### src/rtl/transmissor_estado_serial.sv
// Serializes a latched game-state snapshot into a 5-byte 8N1 UART frame:
// header, {nave_x,nave_y}, placar, {6'b0,vidas}, XOR checksum.
module transmissor_estado_serial #(
    parameter int          CLKS_PER_BIT = 434,
    parameter logic [7:0]  HEADER       = 8'hA5
) (
    input  logic       clock,
    input  logic       reset,
    input  logic       enviar,
    input  logic [3:0] nave_x,
    input  logic [3:0] nave_y,
    input  logic [7:0] placar,
    input  logic [1:0] vidas,
    output logic       saida_serial,
    output logic       ocupado,
    output logic       pronto,
    output logic [3:0] db_estado
);

    localparam int                BAUD_W   = (CLKS_PER_BIT > 2) ? $clog2(CLKS_PER_BIT) : 1;
    localparam logic [BAUD_W-1:0] BAUD_MAX = BAUD_W'(CLKS_PER_BIT - 1);
    localparam logic [BAUD_W-1:0] BAUD_UM  = BAUD_W'(1);

    typedef enum logic [3:0] {
        OCIOSO = 4'd0,
        START  = 4'd1,
        DADOS  = 4'd2,
        STOP   = 4'd3,
        FIM    = 4'd4
    } estado_t;

    estado_t           r_estado;
    logic [BAUD_W-1:0] r_baud;
    logic [2:0]        r_bit;
    logic [2:0]        r_byte;
    logic [3:0]        r_x;
    logic [3:0]        r_y;
    logic [7:0]        r_placar;
    logic [1:0]        r_vidas;
    logic              r_saida;
    logic              r_ocupado;
    logic              r_pronto;
    logic [3:0]        r_db;

    estado_t           w_prox_estado;
    logic [BAUD_W-1:0] w_prox_baud;
    logic [2:0]        w_prox_bit;
    logic [2:0]        w_prox_byte;
    logic              w_aceita;
    logic              w_fim_bit;
    logic [3:0]        w_prox_x;
    logic [3:0]        w_prox_y;
    logic [7:0]        w_prox_placar;
    logic [1:0]        w_prox_vidas;
    logic [7:0]        w_byte_atual;
    logic              w_prox_saida;

    function automatic logic [7:0] checksum(input logic [7:0] b1, input logic [7:0] b2,
                                            input logic [7:0] b3);
        return b1 ^ b2 ^ b3;
    endfunction

    function automatic logic [7:0] byte_quadro(input logic [2:0] idx, input logic [3:0] x,
                                               input logic [3:0] y, input logic [7:0] p,
                                               input logic [1:0] v);
        logic [7:0] b1;
        logic [7:0] b3;
        b1 = {x, y};
        b3 = {6'b000000, v};
        case (idx)
            3'd0:    return HEADER;
            3'd1:    return b1;
            3'd2:    return p;
            3'd3:    return b3;
            3'd4:    return checksum(b1, p, b3);
            default: return 8'hFF;
        endcase
    endfunction

    assign saida_serial = r_saida;
    assign ocupado      = r_ocupado;
    assign pronto       = r_pronto;
    assign db_estado    = r_db;

    assign w_fim_bit = (r_baud == BAUD_MAX);

    // Next-state and counter logic
    always_comb begin
        w_prox_estado = r_estado;
        w_prox_baud   = r_baud;
        w_prox_bit    = r_bit;
        w_prox_byte   = r_byte;
        w_aceita      = 1'b0;
        case (r_estado)
            OCIOSO: begin
                if (enviar) begin
                    w_aceita      = 1'b1;
                    w_prox_estado = START;
                    w_prox_baud   = '0;
                    w_prox_bit    = 3'd0;
                    w_prox_byte   = 3'd0;
                end else begin
                    w_prox_estado = OCIOSO;
                end
            end
            START: begin
                if (w_fim_bit) begin
                    w_prox_estado = DADOS;
                    w_prox_baud   = '0;
                    w_prox_bit    = 3'd0;
                end else begin
                    w_prox_baud   = r_baud + BAUD_UM;
                end
            end
            DADOS: begin
                if (w_fim_bit) begin
                    w_prox_baud = '0;
                    if (r_bit == 3'd7) begin
                        w_prox_estado = STOP;
                        w_prox_bit    = 3'd0;
                    end else begin
                        w_prox_bit    = r_bit + 3'd1;
                    end
                end else begin
                    w_prox_baud = r_baud + BAUD_UM;
                end
            end
            STOP: begin
                if (w_fim_bit) begin
                    w_prox_baud = '0;
                    if (r_byte < 3'd4) begin
                        w_prox_byte   = r_byte + 3'd1;
                        w_prox_estado = START;
                    end else begin
                        w_prox_estado = FIM;
                    end
                end else begin
                    w_prox_baud = r_baud + BAUD_UM;
                end
            end
            FIM: begin
                w_prox_estado = OCIOSO;
            end
            default: begin
                w_prox_estado = OCIOSO;
                w_prox_baud   = '0;
                w_prox_bit    = 3'd0;
                w_prox_byte   = 3'd0;
            end
        endcase
    end

    // Outputs are computed from the next state so they change on the same edge as the state
    always_comb begin
        w_prox_x      = w_aceita ? nave_x : r_x;
        w_prox_y      = w_aceita ? nave_y : r_y;
        w_prox_placar = w_aceita ? placar : r_placar;
        w_prox_vidas  = w_aceita ? vidas  : r_vidas;
        w_byte_atual  = byte_quadro(w_prox_byte, w_prox_x, w_prox_y, w_prox_placar, w_prox_vidas);
        case (w_prox_estado)
            START:   w_prox_saida = 1'b0;
            DADOS:   w_prox_saida = w_byte_atual[w_prox_bit];
            default: w_prox_saida = 1'b1;
        endcase
    end

    // State, counters, latched snapshot and registered outputs
    always_ff @(posedge clock or negedge reset) begin
        if (!reset) begin
            r_estado  <= OCIOSO;
            r_baud    <= '0;
            r_bit     <= 3'd0;
            r_byte    <= 3'd0;
            r_x       <= 4'd0;
            r_y       <= 4'd0;
            r_placar  <= 8'd0;
            r_vidas   <= 2'd0;
            r_saida   <= 1'b1;
            r_ocupado <= 1'b0;
            r_pronto  <= 1'b0;
            r_db      <= 4'd0;
        end else begin
            r_estado  <= w_prox_estado;
            r_baud    <= w_prox_baud;
            r_bit     <= w_prox_bit;
            r_byte    <= w_prox_byte;
            r_x       <= w_prox_x;
            r_y       <= w_prox_y;
            r_placar  <= w_prox_placar;
            r_vidas   <= w_prox_vidas;
            r_saida   <= w_prox_saida;
            r_ocupado <= (w_prox_estado != OCIOSO);
            r_pronto  <= (w_prox_estado == FIM);
            r_db      <= w_prox_estado;
        end
    end

endmodule

### config.mk
export PLATFORM = sky130hd
export DESIGN_NAME = transmissor_estado_serial
export DESIGN_NICKNAME = d
export VERILOG_FILES = /design/src/rtl/transmissor_estado_serial.sv
export SDC_FILE = /design/constraint.sdc
export NUM_CORES = 1
export LEC_CHECK = 0
export CAP_MARGIN = 5
export CORE_UTILIZATION = 55
export CTS_CLUSTER_DIAMETER = 50
export DETAILED_ROUTE_END_ITERATION = 7
export PLACE_DENSITY = 0.79
export SLEW_MARGIN = 15
export SYNTH_ARGS = -nofsm -noshare
export SYNTH_HDL_FRONTEND = slang
export SYNTH_SLANG_ARGS = --single-unit
### constraint.sdc
create_clock -name clock -period 3.7 [get_ports clock]
set_input_delay 0.37 -clock clock [delete_from_list [all_inputs] [get_ports clock]]
set_output_delay 0.37 -clock clock [all_outputs]
set_load 0.02 [all_outputs]
## Word-level counts from Yosys, hierarchy flattened

Cells that the tools add are included.

- Flip-flop bits (word level): 40
- Input bits: 21
- Word-level logic and storage cells: 69

- Add/sub/neg operators: 3
- Magnitude comparators: 2
- Equality and inequality tests: 14
- Mux-type cells: 29
- Bitwise operators: 3
- Reductions and logical operators: 7

Operator list:

| operator | count |
|---|---|
| 8-bit case mux with 5 select lines | 1 |
| 9-bit case mux with 3 select lines | 1 |
| 3-bit two-way mux | 8 |
| 4-bit two-way mux | 6 |
| 9-bit two-way mux | 2 |
| 4-bit case mux with 4 select lines | 1 |
| 4-bit by 2-bit equality test with 1-bit output (second input constant) | 3 |
| 3-bit case mux with 4 select lines | 1 |
| 9-bit by 1-bit adder with 9-bit output (second input constant) | 1 |
| 9-bit equality test (second input constant) | 1 |
| 3-bit case mux with 3 select lines | 1 |
| 4-bit by 1-bit equality test with 1-bit output (second input constant) | 2 |
| 4-bit by 3-bit equality test with 1-bit output (second input constant) | 2 |
| 8-bit two-way mux | 1 |
| 8-bit by 2-bit bitwise XOR with 8-bit output | 1 |
| 8-bit bitwise XOR | 1 |
| 3-bit by 1-bit adder with 3-bit output (second input constant) | 2 |
| 3-bit by 2-bit equality test with 1-bit output (second input constant) | 2 |
| 3-bit equality test (second input constant) | 2 |
| 3-bit OR reduction | 2 |
| 4-bit logical NOT | 1 |
| 3-bit by 4-bit less-than comparator with 1-bit output (second input constant) | 1 |
| 1-bit two-way mux | 4 |
| 4-bit nonzero test | 1 |
| 10 further kinds | 10 |

## Logic depth before layout (Yosys ltp)

Gate-level depths: netlist (run 1).

- Word-level depth: 9
- Depth in mapped cells: 12

## Worst setup path after synthesis (run 1)

No wires, ideal clock.

- Path kind: register -> register
- From: register r_baud[6]
- To: register r_saida, in the netlist saida_serial
- Library setup time: 0.078 ns
- Arrival: 2.964 ns
- Required time: 3.622 ns
- Slack: 0.658 ns
- Stages on the path, launching flop included: 10
- Period minus slack after synthesis: 3.042 ns
- Path through: dfrtp_1 -> or4b_1 -> buf_2 -> or3_1 -> o211a_1 -> buf_6 -> or4b_1 -> o2111ai_1 -> or4b_1 -> a41oi_2

- Word-level cells in the longest chain between the ends: 8
- Elaborated cells on any way between the ends: 21

RTL lines:

| what | RTL line | RTL |
|---|---|---|
| from (decl) | 33 | `logic [BAUD_W-1:0] r_baud;` |
| from (signal assigned) | 184 | `r_baud <= w_prox_baud;` |
| 9-bit equality test (*) | 85 | `assign w_fim_bit = (r_baud == BAUD_MAX);` |
| 3-bit two-way mux | 129 | `if (w_fim_bit) begin` |
| 3-bit case mux with 3 select lines | 94 | `case (r_estado)` |
| 3-bit equality test, or another cell as far along | 70 | `case (idx)` |
| 8-bit case mux with 5 select lines | 70 |  |
| 1-bit binary-select mux with 3-bit select | 162 | `DADOS: w_prox_saida = w_byte_atual[w_prox_bit];` |
| 1-bit two-way mux (implied by the code) | 162 |  |
| 1-bit case mux with 2 select lines (*) | 160 | `case (w_prox_estado)` |
| via w_prox_saida | 56 | `logic w_prox_saida;` |
| to (signal assigned) | 191 | `r_saida <= w_prox_saida;` |
| to (decl) | 40 | `logic r_saida;` |

Mark *: on every way through the listed nets, which the timed path passes. The rest lies on a longest branch. The select of a mux whose other input is x is not followed.
A chain may end at the register's enable or synchronous reset.

## Final worst setup path (run 1)

Same ends and word-level chain as after synthesis.

==> results of run 1 <==
-- layout by cell type, fill, tap and decap left out, drive strengths merged, types with 4 or more instances in the layout --
cell and count:
o21ai 11, nand2b 4, o211ai 6, clkdlybuf4s50 26, a21oi 9, nand2 14, nand4 4, mux2 15
and3 5, or4b 4, mux2i 5, ha 5, xnor2 7, buf 9, nand3 7, clkbuf 8
nor3 6, nor2 14, dfrtp 39, inv 8, xor2 8, and2 4
-- per-stage QoR --
stage | std cells | cell area (um^2)
CTS | 313 | 2751
floorplan | 230 | 2310
finish | 313 | 2751
detailed placement | 305 | 2651
global placement | 305 | 2651
global route | 313 | 2751
-- flip-flops by register name, summed over array words and instances, names as in the netlist --
signal        cells
saida_serial      1
ocupado           1
r_y               4
r_byte            3
r_vidas           2
r_placar          8
r_baud            9
db_estado         4
r_x               4
pronto            1
r_bit             3
-- logic make-up (layout without fill, tap and decap cells) --
family	after synthesis	after routing	share of synthesized area, %
AND/OR/NAND/NOR	78	78	18.74
AO/OA/AOI/OAI	52	52	16.25
flip-flops	40	40	43.39
multiplexers	20	20	9.480
buffers and inverters	19	52	3.575
XOR/XNOR	15	15	5.688
adder cells (fa/ha/maj)	5	5	2.709
other	1	1	0.1624
-- path summary, 6_finish.rpt --
path                        startpoint           end  slack (ns)  cells past startpoint
max                          r_baud[6]  saida_serial        0.43                      8
min                              reset  db_estado[3]        0.20                      1
max reg2reg                  r_baud[6]  saida_serial        0.43                      8
min reg2reg                r_placar[2]   r_placar[2]        0.52                      1
max in group asynchronous        reset        r_y[2]        2.95                      1
min in group clock         r_placar[2]   r_placar[2]        0.52                      1
-- metal layers --
layer | part of all wire (%) | track usage (%)
met1 | 48 | 33.30
met2 | 47 | 38.76
met3 | 4.1 | 6.164
met4 | 0.97 | 7.447
met5 | 0 | 0
-- layout make-up --
type                    instances  area, um^2
multi-input cells             171        1227
repair buffers                 35       325.3
inverters                       9       33.78
clock buffers                   8       100.1
well taps                      50       62.56
flip-flops and latches         40        1002
fillers                       320        1277
-- critical path: stages, from the launching register on --
cell,delay [ns]
dfrtp_1,0.41
or4b_1,0.68
or3_1,0.41
o211a_1,0.26
buf_4,0.18
or4b_1,0.50
o2111ai_1,0.11
or4b_1,0.47
a41oi_2,0.18
-- Yosys cell counts (2+ instances only) --
cell / count / area, um^2
mux2i_1: 5 / 50.05
nand2b_1: 4 / 25.02
and3_1: 3 / 18.77
nor2_1: 14 / 52.55
o211ai_1: 6 / 45.04
nor3_1: 6 / 30.03
ha_1: 5 / 62.56
nor2b_1: 3 / 18.77
o221ai_1: 2 / 17.52
a21oi_1: 9 / 45.04
o21ba_2: 2 / 20.02
nand2_1: 14 / 52.55
o211a_1: 2 / 20.02
a221o_1: 2 / 20.02
buf_2: 3 / 15.01
inv_1: 8 / 30.03
clkbuf_1: 6 / 22.52
o31ai_1: 3 / 22.52
o22ai_1: 3 / 18.77
or4b_1: 4 / 40.04
xnor2_1: 7 / 61.31
and2_1: 4 / 25.02
and3_2: 2 / 15.01
nor4_1: 2 / 12.51
a22o_1: 2 / 17.52
o21ai_0: 11 / 55.05
nand4_1: 4 / 25.02
or3_1: 3 / 18.77
mux2_2: 15 / 168.9
o2111ai_1: 2 / 17.52
nor3b_1: 3 / 22.52
nand3_1: 7 / 35.03
dfrtp_1: 39 / 975.9
xor2_1: 8 / 70.07
-- power groups by stage --
stage	Combinational [mW]	Clock, mW	Sequential, mW
2_1_floorplan	0.136	0	0.517
3_3_place_gp	0.199	0	0.518
3_5_place_dp	0.203	0	0.522
4_1_cts	0.207	0.327	0.513
5_1_grt	0.230	0.346	0.518
6_report	0.205	0.317	0.512
==> key figures, run 1 <==
Status
  – Status: complete, no violations

Global routing
  – Largest net degree at the start of global routing: 41
  – Initial antenna violation count: 0
  – Vias in the first global route: 1778
  – Grt total ovfl: 0
  – GR Util All Layers: 24.70%
  – Global-route wire length before repair: 8.286 mm

Power
  – Switching Share: 26.51%
  – Pint: 0.7599 mW
  – Sw Pwr: 0.2740 mW
  – Clock share of power: 30.6%
  – Total Power: 1.034 mW
  – Leakage: 1.129 nW
  – Sequential power share: 49.5%
  – Peak supply drop: 0.2337 mV
  – PD cells: 375.8 nW/um^2
  – Comb power frac: 19.8%

Logic synthesis
  – Ys flop type: dfrtp_1
  – Asr flop ratio synth: 100.0%
  – Post-synth EDFFs: 0
  – Netlist Area Pre-Place: 2310 um^2
  – Syn_area_per_cell: 10.04 um^2
  – Sequential fraction of the synthesis area: 43.39%
  – Yosys warning count: 0
  – Cells after synthesis: 230
  – Synthesis-stage register bit count: 40
  – Syn_nets: 256
  – Post-synth cell types: 51

Detailed routing
  – Post-route ant nets: 0
  – Pre-antenna DRT Iters: 4
  – Routed length per instance: 15.20 um
  – Via count: 1905
  – Residual DRC: 0
  – Routed WL: 4.758 mm
  – 1st-iter DRT viols: 167
  – Vias/cell: 6.086

Layout
  – Layout cell share with drive strength beyond 1: 14.83%
  – Total inserted antenna cells: 0
  – Final core area utilization: 68.29%
  – Count of nets after finishing: 288
  – Area Growth Syn to Fin: 19.12%

STA
  – Hold Slack: 0.1973 ns
  – Worst slew pin tran: 0.8852 ns
  – Total negative slack: 0 ns
  – Final worst setup slack: 0.4289 ns
  – Final hold violations: 0
  – # setup viols final: 0
  – Slew Viols, Final: 0
  – RSZ-0062 raised after global routing: false
  – Highest Clock Rate: 305.7 MHz
  – Clk_skew: 0.007744 ns
  – Tcrit/Tclk final: 88.41%
  – Max-slew headroom at the worst pin: 40.99%
  – Tmin final: 3.271 ns

Clock network
  – CTS tree: yes
  – Root Buffer: clkbuf_8
  – CTS Sinks: 40
  – Worst-path clk slew: 0.08 ns
  – # H-tree levels: 2
  – Resized Gates After CTS: 0
  – Total CTS buffers: 5
  – CTS Buffer Depth: 2
  – Clk_lat worst skew: 0.29 ns
  – Hold_buf cts: 0
  – Post-CTS setup buffer count: 0

Place
  – GP Congestion: 0.8144
  – Detailed placement HPWL: 3.398 mm
  – Pre-CTS WS: 0.4480 ns
  – IO buf count: 27

Die
  – Chip width: 66.81 um
  – Core area: 4029 um^2
  – Chip height: 66.81 um
  – DIE AREA: 4463 um^2
  – Io pins: 28
  – Initial core utilization: 57.33%
  – # rows: 23

Job
  – Max_cap viols: 0

Worst setup path
  – Crit path DAT: 3.49 ns
  – CP Launch Type: flip-flop
  – Crit Path Max Fanout: 10
  – Category of the most critical setup path: reg -> reg
  – Crit end category: flip-flop
  – Worst EP required: 3.92 ns

Worst hold path
  – Hold Crit Class: in -> async
Note: power is estimated with default switching activity, not from simulation.
==> run 2, diff against run 1 <==
==> constraint.sdc (replaced) <==
create_clock -name clock -period 3.7 [get_ports clock]
set_input_delay 0.37 -clock clock [delete_from_list [all_inputs] [get_ports clock]]
set_output_delay 0.37 -clock clock [all_outputs]
set_load 0.005 [all_outputs]
==> results of run 2 <==
The final DEF is identical to that of run 1. Status: complete, no violations.
Main changes from that run: total power 1.034 mW -> 1.029 mW
